## src/rtl/finger_track_pkg.sv

```systemverilog
// Shared types for the finger tracking scheduler: FSM states, colour profile
// layout and the profile loaded at reset.
package finger_track_pkg;

  typedef enum logic [2:0] {
    ST_IDLE    = 3'd0,
    ST_ARM     = 3'd1,
    ST_TRACK   = 3'd2,
    ST_COLLECT = 3'd3,
    ST_PUBLISH = 3'd4
  } fts_state_t;

  typedef struct packed {
    logic [4:0] min_bright;
    logic [4:0] margin;
    logic [4:0] max_other;
  } profile_t;

  localparam profile_t PROFILE_RESET = '{min_bright: 5'd7, margin: 5'd6, max_other: 5'd6};

  function automatic logic [3:0] sat_inc4(input logic [3:0] v);
    if (v == 4'd15) sat_inc4 = 4'd15;
    else            sat_inc4 = v + 4'd1;
  endfunction

endpackage

```

## src/rtl/vsync_fall_det.sv

```systemverilog
// Falling-edge detector on camera vsync; the one-cycle pulse marks frame done.
module vsync_fall_det (
  input  logic clk,
  input  logic reset,
  input  logic vsync,
  output logic frame_done
);

  logic vsync_d;

  // delayed copy of vsync for edge detection
  always_ff @(posedge clk or posedge reset) begin
    if (reset) vsync_d <= 1'b0;
    else       vsync_d <= vsync;
  end

  assign frame_done = vsync_d & ~vsync;

endmodule

```

## src/rtl/finger_track_scheduler.sv

```systemverilog
// Time-multiplexes NUM_SLOTS colour profiles onto one tracker, one frame each.
// Optional per-slot lost detection is built when FTS_LOST_DETECT_EN is defined.
module finger_track_scheduler
  import finger_track_pkg::*;
#(
  parameter int NUM_SLOTS   = 3,
  parameter int LOST_FRAMES = 4
) (
  input  logic                 clk,
  input  logic                 reset,
  input  logic                 sched_en,
  input  logic                 vsync,
  input  logic                 cfg_we,
  input  logic [1:0]           cfg_addr,
  input  logic [14:0]          cfg_wdata,
  output logic [4:0]           trk_min_bright,
  output logic [4:0]           trk_margin,
  output logic [4:0]           trk_max_other,
  input  logic                 trk_hit,
  input  logic [9:0]           trk_center_x,
  input  logic [9:0]           trk_center_y,
  output logic [1:0]           active_slot,
  output logic                 res_valid,
  input  logic                 res_ready,
  output logic [1:0]           res_slot,
  output logic                 res_hit,
  output logic [9:0]           res_x,
  output logic [9:0]           res_y,
  output logic [NUM_SLOTS-1:0] lost,
  output logic                 frame_skip
);

  if (NUM_SLOTS < 1 || NUM_SLOTS > 4) begin : g_bad_slots
    $error("NUM_SLOTS must be 1..4");
  end
  if (LOST_FRAMES < 1 || LOST_FRAMES > 15) begin : g_bad_lost
    $error("LOST_FRAMES must be 1..15");
  end

  localparam logic [1:0] LAST_SLOT = 2'(NUM_SLOTS - 1);
  localparam logic [2:0] SLOT_CNT  = 3'(NUM_SLOTS);

  fts_state_t state, next_state;
  logic       frame_done;
  logic       load_trk, load_res, xfer, skip;
  profile_t   profile [4];
  profile_t   trk_cfg;

  vsync_fall_det u_vsync_fall_det (
    .clk        (clk),
    .reset      (reset),
    .vsync      (vsync),
    .frame_done (frame_done)
  );

  // FSM state register
  always_ff @(posedge clk or posedge reset) begin
    if (reset) state <= ST_IDLE;
    else       state <= next_state;
  end

  // FSM next-state logic; a frame end during IDLE arms, so the tracked frame is always a full one
  always_comb begin
    next_state = state;
    case (state)
      ST_IDLE:    if (frame_done && sched_en) next_state = ST_ARM;
                  else                        next_state = ST_IDLE;
      ST_ARM:     next_state = ST_TRACK;
      ST_TRACK:   if (frame_done) next_state = ST_COLLECT;
                  else            next_state = ST_TRACK;
      ST_COLLECT: next_state = ST_PUBLISH;
      ST_PUBLISH: if (res_ready) next_state = sched_en ? ST_ARM : ST_IDLE;
                  else           next_state = ST_PUBLISH;
      default:    next_state = ST_IDLE;
    endcase
  end

  // FSM output strobes
  always_comb begin
    load_trk = 1'b0;
    load_res = 1'b0;
    xfer     = 1'b0;
    skip     = 1'b0;
    case (state)
      ST_ARM:     load_trk = 1'b1;
      ST_COLLECT: load_res = 1'b1;
      ST_PUBLISH: begin
        xfer = res_ready;
        skip = frame_done & ~res_ready;
      end
      default:    load_trk = 1'b0;
    endcase
  end

  // profile table; out-of-range addresses are dropped
  always_ff @(posedge clk or posedge reset) begin
    if (reset) begin
      for (int s = 0; s < 4; s++) profile[s] <= PROFILE_RESET;
    end else if (cfg_we && ({1'b0, cfg_addr} < SLOT_CNT)) begin
      profile[cfg_addr] <= profile_t'(cfg_wdata);
    end
  end

  // tracker thresholds, only reloaded in ARM so they stay frozen through TRACK
  always_ff @(posedge clk or posedge reset) begin
    if (reset)         trk_cfg <= PROFILE_RESET;
    else if (load_trk) trk_cfg <= profile[active_slot];
  end

  assign trk_min_bright = trk_cfg.min_bright;
  assign trk_margin     = trk_cfg.margin;
  assign trk_max_other  = trk_cfg.max_other;

  // slot rotation on each accepted result
  always_ff @(posedge clk or posedge reset) begin
    if (reset)     active_slot <= 2'd0;
    else if (xfer) active_slot <= (active_slot == LAST_SLOT) ? 2'd0 : active_slot + 2'd1;
  end

  // result payload, valid flag and skip pulse
  always_ff @(posedge clk or posedge reset) begin
    if (reset) begin
      res_slot   <= 2'd0;
      res_hit    <= 1'b0;
      res_x      <= 10'd0;
      res_y      <= 10'd0;
      res_valid  <= 1'b0;
      frame_skip <= 1'b0;
    end else begin
      if (load_res) begin
        res_slot <= active_slot;
        res_hit  <= trk_hit;
        res_x    <= trk_center_x;
        res_y    <= trk_center_y;
      end
      res_valid  <= (next_state == ST_PUBLISH);
      frame_skip <= skip;
    end
  end

`ifdef FTS_LOST_DETECT_EN
  localparam logic [3:0] LOST_TH = 4'(LOST_FRAMES);
  logic [3:0] miss_cnt [NUM_SLOTS];
  logic [3:0] miss_nxt [NUM_SLOTS];

  // per-slot miss counter update for the slot being collected
  always_comb begin
    for (int s = 0; s < NUM_SLOTS; s++) begin
      if (load_res && (2'(s) == active_slot)) begin
        if (trk_hit) miss_nxt[s] = 4'd0;
        else         miss_nxt[s] = sat_inc4(miss_cnt[s]);
      end else begin
        miss_nxt[s] = miss_cnt[s];
      end
    end
  end

  // miss counters and registered lost flags
  always_ff @(posedge clk or posedge reset) begin
    if (reset) begin
      for (int s = 0; s < NUM_SLOTS; s++) miss_cnt[s] <= 4'd0;
      lost <= {NUM_SLOTS{1'b0}};
    end else begin
      for (int s = 0; s < NUM_SLOTS; s++) begin
        miss_cnt[s] <= miss_nxt[s];
        lost[s]     <= (miss_nxt[s] >= LOST_TH);
      end
    end
  end
`else
  assign lost = {NUM_SLOTS{1'b0}};
`endif

endmodule

```

## config.mk

```make
export PLATFORM = sky130hd
export DESIGN_NAME = finger_track_scheduler
export DESIGN_NICKNAME = d
export VERILOG_FILES = /design/src/rtl/finger_track_pkg.sv /design/src/rtl/vsync_fall_det.sv /design/src/rtl/finger_track_scheduler.sv
export SDC_FILE = /design/constraint.sdc
export NUM_CORES = 1
export LEC_CHECK = 0
export CELL_PAD_IN_SITES_DETAIL_PLACEMENT = 1
export CELL_PAD_IN_SITES_GLOBAL_PLACEMENT = 2
export CORE_ASPECT_RATIO = 0.75
export CORE_MARGIN = 2
export CORE_UTILIZATION = 33
export CTS_CLUSTER_SIZE = 30
export DETAILED_ROUTE_END_ITERATION = 12
export PLACE_DENSITY_LB_ADDON = 0.12
export SETUP_SLACK_MARGIN = 0.1
export SLEW_MARGIN = 20
export SYNTH_ARGS = -nofsm -noshare
export SYNTH_HDL_FRONTEND = slang
export SYNTH_SLANG_ARGS = --single-unit
```

## constraint.sdc

```tcl
create_clock -name clk -period 3.05 [get_ports clk]
set_input_delay 0.4575 -clock clk [delete_from_list [all_inputs] [get_ports clk]]
set_output_delay 0.4575 -clock clk [all_outputs]
set_load 0.01 [all_outputs]
```

# After elaboration in Yosys (flattened, before gate mapping)
# Cells that the tools add are included.
[classes] reduce_logical=4 n_mux=16 bitwise=6 magnitude_cmp=4 n_eq_ne=6 add_sub_neg=1
[op_table] cell="$bwmux 60" count=1
[op_table] cell="$mux 15" count=3
[op_table] cell="$bmux 15 s2" count=1
[op_table] cell="$demux 15 s2" count=1
[op_table] cell="$pmux 3 s5" count=1
[op_table] cell="$mux 1" count=7
[op_table] cell="$eq 3x2->1 const B" count=2
[op_table] cell="$eq 3x3->1 const B" count=2
[op_table] cell="$ge 3x3->1 const B" count=2
[op_table] cell="$not 2->3" count=2
[op_table] cell="$eq 3x1->1 const B" count=1
[op_table] cell="$logic_and 1x1->1" count=3
[op_table] cell="$logic_not 3->1" count=1
[op_table] cell="$lt 3x1->1 const B" count=1
[op_table] cell="$mux 3" count=1
[op_table] cell="$add 2x1->2 const B" count=1
[op_table] cell="$and 1x1->1" count=2
[op_table] cell="$eq 2x2->1 const B" count=1
[op_table] cell="$lt 2x2->1 const B" count=1
[op_table] cell="$mux 2" count=1
[op_table] cell="$not 1->1" count=2
[word_totals] reg_bits=106

# Logic depth before layout (Yosys ltp)
# Gate-level depths: netlist (run 1).
[depth] ltp_word=6 depth_mapped=4 mapped_depth_nobuf=2

# Cells and area by module
# Synthesis (run 1) repeated with hierarchy kept, for this count alone.
[unflattened] cells_unflattened=298 area_unflattened_um2=4420.5
[by_module_without_submodules] module="finger_track_scheduler" cells_per_inst=295 area_per_inst_um2=4377.9 seq_area_each_um2=2671.3 n_inst=1
[by_module_without_submodules] module="vsync_fall_det" cells_per_inst=3 area_per_inst_um2=42.5 seq_area_each_um2=25.0 n_inst=1

# Worst setup path after synthesis (run 1)
# OpenSTA, ideal clock, no wires.
[synth_path] path_kind="flip-flop to flip-flop" start="register active_slot[1]" end="register trk_cfg, in the netlist trk_margin[0]" path_buffers=2 path_slack_ns=1.453 setup_ns=0.125 stages_incl_launch_ff=5 required_time_ns=2.925 t_arrival_ns=1.472 path_cell_list="dfrtp_1 -> buf_2 -> clkbuf_1 -> mux4_2 -> mux2_4"
[synth_between] elab_chain_len=4
[synth_rtl] element="start, declared" line_no="finger_track_scheduler.sv:22" text="output logic [1:0] active_slot,"
[synth_rtl] element="start signal, assigned" line_no="finger_track_scheduler.sv:117" text="else if (xfer) active_slot <= (active_slot == LAST_SLOT) ? 2'd0 : active_slot + 2'd1;"
[synth_rtl] element="$not 2->3 (implied by the code)" line_no="finger_track_scheduler.sv:107" text="else if (load_trk) trk_cfg <= profile[active_slot];"
[synth_rtl] element="$bmux 15 s2" line_no="finger_track_scheduler.sv:107"
[synth_rtl] element="$mux 15 (implied by the code) (2 in a row)" line_no="finger_track_scheduler.sv:107"
[synth_rtl] element="end signal, assigned" line_no="finger_track_scheduler.sv:107"
[synth_rtl] element="end, declared" line_no="finger_track_scheduler.sv:47" text="profile_t trk_cfg;"
# Every way passes these cells. The select of a mux whose other input is x is not followed.
# A chain may end at the register's enable or synchronous reset.

# Worst setup path in the final report (run 1)
[layout_path] start="register active_slot[1]" end="output port active_slot[1]"
# No word-level cell between the ends.

==> results_dict.tcl, run 1 <==
set metrics [dict create \
    yosysMostFrequentCell "mux2_2" \
    whs_ps 366 \
    ir_worst_vdd_mv 0.357 \
    cp.arrival_ps 1560 \
    yosysSeqAreaShare_pct 61.5 \
    synth.area.mux_share_pct 30.8 \
    synth_compound_area_share_pct 0.485 \
    yosys_most_used_dff "dfrtp_1" \
    path_cells "buf_4 > clkdlybuf4s50_1" \
    hold_buffers 0 \
    synth_top_family_by_area "multiplexers" \
    routedWlPerCell_um 17.0 \
    hpwlAfterDp_mm 5.61 \
    register_area_mm2 0.00270 \
    ys_top_cells_by_count "79 x mux2_2, 71 x dfrtp_1, 35 x dfstp_2" \
    path_class "reg2out" \
    htree_levels 3 \
    drt-total-wl_mm 8.64 \
    antenna_found_initial 0 \
    setup_tns_ps 0 \
    finalCritPeriodShare_pct 66.2 \
    drtPass1Iterations 4 \
    hold_class "reg2reg" \
    final_area_mm2 0.00570 \
    synth.avg_cell_area_um2 17.0 \
    grt_pass1_vias 2493 \
    synth_cell_types 27 \
    drc 0 \
    finalNetCount 377 \
    yosys-top-cells-area "dfrtp_1 41%, dfstp_2 21%, mux2_2 20%" \
    ios 89 \
    synthAdderAreaFrac_pct 0 \
    p_leak_nw 2.32 \
    ant_nets 0 \
    finalSetupViolations 0 \
    synthSimpleGateAreaFrac_pct 2.97 \
    die_w_um 137 \
    area_growth_pct 30.1 \
    ys_ff_latch 106 \
    crit_slowest_cell "clkdlybuf4s50_1" \
    yosys_warnings 0 \
    max_stage_delay_ps 600 \
    startpoint "active_slot[1]" \
    clk_latency_ps 340 \
    cts_root_buf "clkbuf_16" \
    worstPathRequired_ps 2590 \
    maxSlewViolCount 0 \
    finalCriticalPeriod_ps 2020 \
    grt_pass1_wl_mm 14.1 \
    yosysTopAreaCellShare_pct 40.5 \
    n_antenna_cell 0 \
    p_total_mw 5.14 \
    avgViaCountPerCell 4.63 \
    synth_xor_area_share_pct 0.200 \
    drive_above_1_share_pct 45.0 \
    fp-row-count 36 \
    netlist_instances 257 \
    die-area_mm2 0.0142 \
    cts_buffer_depth 2 \
    grt_max_degree 107 \
    fin_util_pct 43.9 \
    max_cap_viol_count 0 \
    path_clk_slew_ps 70 \
    netlist_area_mm2 0.00438 \
    ys_async_sr_fraction_pct 100 \
    slew_headroom_pct 60.9 \
    via_count 2359 \
    synth.largest_area_cell "dfrtp_1" \
    cts.repair.resized 0 \
    hold_viol 0 \
    reg2reg_from "state[0]" \
    drt_iter0_markers 82 \
    gp_congestion 0.665 \
    numCtsBuffers 9 \
    port_buffers 85 \
    fmax_ghz 0.495 \
    synth_edf_count 0 \
    rsz0062_at_grt "false" \
    track_usage_pct 13.2 \
    core_mm2 0.0130 \
    post_cts_buffers 0 \
    cts.sinks 106 \
    start_util_pct 33.8 \
    post_dp_cell_area_mm2 0.00536 \
    tightest_slew_ps 586 \
    cp-start-kind "flip-flop" \
    outcome "finished, final reports clean" \
    cp-end-kind "output pin" \
    hold_path_startpoint "profile[6]" \
    nFillCells 1316 \
    cts_tree "built" \
    die_h_um 104 \
    path_max_fanout 20 \
    multi_input_area_mm2 0.00152 \
    p_per_area_mw_per_mm2 901 \
    clock_skew_ps 4.05 \
    grt.overflow.total 0 \
]
[layer usage]
| layer | track usage (%) | share of wire, % | vias up |
|---|---|---|---|
| li1 | - | - | 1066 |
| met1 | 17.9 | 47 | 1246 |
| met2 | 20.2 | 49 | 40 |
| met3 | 3.96 | 3.8 | 7 |
| met4 | 4.42 | 0.87 | 0 |
| met5 | 0 | 0 | - |
[path summary, 6_finish.rpt]
| kind | depth (start not counted) | to | slack (ps) |
|---|---|---|---|
| setup / recovery | 2 | active_slot[1] | 1030 |
| hold / removal | 0 | profile[6] | 370 |
| setup reg to reg | 3 | trk_min_bright[4] | 1270 |
| hold reg to reg | 0 | profile[6] | 370 |
| max in group asynchronous | 3 | profile[23] | 1970 |
| min in group asynchronous | 3 | trk_margin[4] | 600 |
[cells in the final DEF (no fill, tap or decap), drive strengths merged]
| cell | netlist | routed |
|---|---|---|
| a31oi | 1 | 1 |
| and4bb | 1 | 1 |
| buf | 14 | 8 |
| bufinv | 0 | 3 |
| clkbuf | 16 | 11 |
| clkdlybuf4s50 | 0 | 85 |
| clkinv | 0 | 1 |
| clkinvlp | 0 | 2 |
| conb | 1 | 3 |
| dfrtp | 71 | 71 |
| dfstp | 35 | 35 |
| mux2 | 85 | 85 |
| mux4 | 15 | 15 |
| nand2b | 2 | 2 |
| nand3b | 3 | 3 |
| nand4b | 1 | 1 |
| nand4bb | 1 | 1 |
| nor2 | 2 | 2 |
| nor2b | 1 | 1 |
| nor3b | 2 | 2 |
| nor4 | 1 | 1 |
| o31ai | 2 | 2 |
| or4bb | 1 | 1 |
| xnor2 | 1 | 1 |
[logic make-up (layout without fill, tap and decap cells)]
group                  count (synthesis)  count (layout)
XOR/XNOR                               1               1
AND/OR/NAND/NOR                       15              15
other                                  1               3
multiplexers                         100             100
flip-flops                           106             106
buffers and inverters                 31             110
AO/OA/AOI/OAI                          3               3
[critical path, delay by kind of cell, from the launching register on]
kind	cells	cell delay, ps
buffers and inverters	2	890
DFF	1	320
[area by class of cell]
cell class | instances | area share, %
flip-flops and latches | 106 | 47.3
multi-input cells | 122 | 26.7
repair buffers | 93 | 16.2
clock buffers | 11 | 4.08
well taps | 171 | 3.75
clock inverters | 5 | 1.80
inverters | 1 | 0.132
[metrics by stage]
step	cells	setup WS, ps
2_1_floorplan	259	1350
6_report	509	1030
4_1_cts	509	996
3_3_place_gp	493	1180
5_1_grt	509	976
3_5_place_dp	493	1150
[state kept, by name, indices dropped and copies added (netlist names)]
signal	cells
state	3
frame_skip	1
profile	60
u_vsync_fall_det.vsync_d	1
res_y	10
res_hit	1
res_slot	2
trk_margin	5
active_slot	2
trk_max_other	5
trk_min_bright	5
res_valid	1
res_x	10
[where the power goes]
| group | switching (mW) | internal (mW) |
|---|---|---|
| clock network | 0.504 | 0.802 |
| registers | 0.214 | 1.88 |
| logic | 0.632 | 1.11 |
Power figures use the tool's default switching activity.
==> inputs of run 2 (changes only) <==
Settings changed: CORE_UTILIZATION 33 to 36.
Clock period 3.05 ns to 2 ns, I/O delays scaled along.
==> run 2 against run 1 <==
  * Global-route usage increased by 1.0 points
  * Largest power group unchanged
  * Critical path type unchanged
  * Count of clock-buffer cells in the layout stayed put
  * Combinational power increased by 54%
  * Final cell count fell by 1.6%
  * Cell area is 0.29% higher
  * Total power increased by 49%
  * Clock power rose by 36%
==> results_dict.tcl, run 2 (synthesized netlist as in run 1, its figures left out) <==
set metrics [dict create \
    finalSetupViolations 0 \
    grt_pass1_vias 2622 \
    clock_skew_ps 5.88 \
    via_count 2323 \
    cts_tree "built" \
    final_common_cell "clkdlybuf4s50_1" \
    p_leak_nw 2.33 \
    post-place-ws_ps 288 \
    port_buffers 85 \
    cts_root_buf "clkbuf_16" \
    path_max_fanout 2 \
    finalCritPeriodShare_pct 85.7 \
    drtPass1Iterations 4 \
    routedWlPerCell_um 17.3 \
    setup_tns_ps 0 \
    ant_nets 0 \
    drive_above_1_share_pct 45.7 \
    path_buf_inv 1 \
    fp-row-count 34 \
    finalCriticalPeriod_ps 1710 \
    die_w_um 131 \
    max_cap_viol_count 0 \
    cts_buffer_depth 2 \
    path_cells "clkdlybuf4s50_1" \
    cp.arrival_ps 1410 \
    p_per_area_mw_per_mm2 1340 \
    cts.repair.resized 0 \
    worstPathRequired_ps 1700 \
    largest_reg_flops 60 \
    slew_headroom_pct 62.7 \
    setup_slack_ps 286 \
    cts.sinks 106 \
    n_antenna_cell 0 \
    cp-start-kind "flip-flop" \
    nFillCells 1159 \
    final_cell_mix "85 x clkdlybuf4s50_1, 79 x mux2_2, 71 x dfrtp_1" \
    rsz0062_at_grt "false" \
    path_clk_slew_ps 70 \
    fmax_ghz 0.583 \
    area_growth_pct 30.4 \
    outcome "finished, final reports clean" \
    start_util_pct 37.3 \
    path_class "reg2out" \
    drc 0 \
    ir_worst_vdd_mv 0.565 \
    post_cts_buffers 0 \
    clk_latency_ps 340 \
    die_h_um 99.5 \
    htree_levels 3 \
    antenna_found_initial 0 \
    ios 89 \
    hpwlAfterDp_mm 5.65 \
    track_usage_pct 14.2 \
    drt-total-wl_mm 8.66 \
    grt.overflow.total 0 \
    register_area_mm2 0.00270 \
    cp_top_family "flip-flops" \
    crit_slowest_cell "dfstp_2" \
    finalNetCount 378 \
    gp_congestion 0.698 \
    multi_input_area_mm2 0.00152 \
    grt_pass1_wl_mm 14.2 \
    numCtsBuffers 9 \
    avgViaCountPerCell 4.64 \
    core_mm2 0.0117 \
    die-area_mm2 0.0131 \
    hold_class "reg2reg" \
    grt_max_degree 107 \
    maxSlewViolCount 0 \
    tightest_slew_ps 559 \
    cp-end-kind "output pin" \
    top_regs "profile: 60 flops, res_x: 10 flops, res_y: 10 flops" \
    largest-register "profile" \
    max_stage_delay_ps 540 \
    drt_iter0_markers 133 \
    hold_buffers 0 \
    hold_viol 0 \
]
run 2: worst paths after layout:
check | startpoint | endpoint | slack [ps] | cells after the start
max | trk_margin[2] | trk_margin[2] | 290 | 1
min in group asynchronous | reset | trk_margin[4] | 480 | 3
min | profile[10] | profile[10] | 360 | 0
max reg2reg | active_slot[0] | trk_margin[3] | 450 | 3
max in group asynchronous | reset | profile[17] | 1090 | 3
min reg2reg | profile[10] | profile[10] | 360 | 0
run 2: power breakdown:
part	switching (mW)	internal (mW)
clock	0.750	1.03
combinational	0.945	1.73
sequential	0.330	2.86
total	2.03	5.63
run 2: final cells by class:
cell class	count	area share, %
multi-input combinational	122	26.6
clock buffer	11	4.42
timing repair buffer	94	17.2
sequential	106	47.2
tap	162	3.55
inverter	1	0.131
clock inverter	5	0.919
run 2: metrics by stage:
step / util [%] / cells / area [um2] / power, mW / hold slack (ps)
finish: 48.7 / 501 / 5720 / 7.65 / 365
global route: 48.7 / 501 / 5720 / 8.08 / 369
CTS: 48.7 / 501 / 5720 / 7.80 / 366
floorplan: - / 259 / 4390 / 4.73 / 331
detailed placement: 46.1 / 485 / 5410 / 5.96 / 357
global placement: 46.1 / 485 / 5410 / 5.90 / 355
run 2: metal layers:
| layer | share of wire (%) | global-route usage [%] | vias to the layer above |
|---|---|---|---|
| li1 | - | - | 1073 |
| met1 | 46 | 18.7 | 1192 |
| met2 | 48 | 22.8 | 48 |
| met3 | 3.7 | 4.18 | 10 |
| met4 | 1.5 | 5.02 | 0 |
| met5 | 0 | 0 | - |
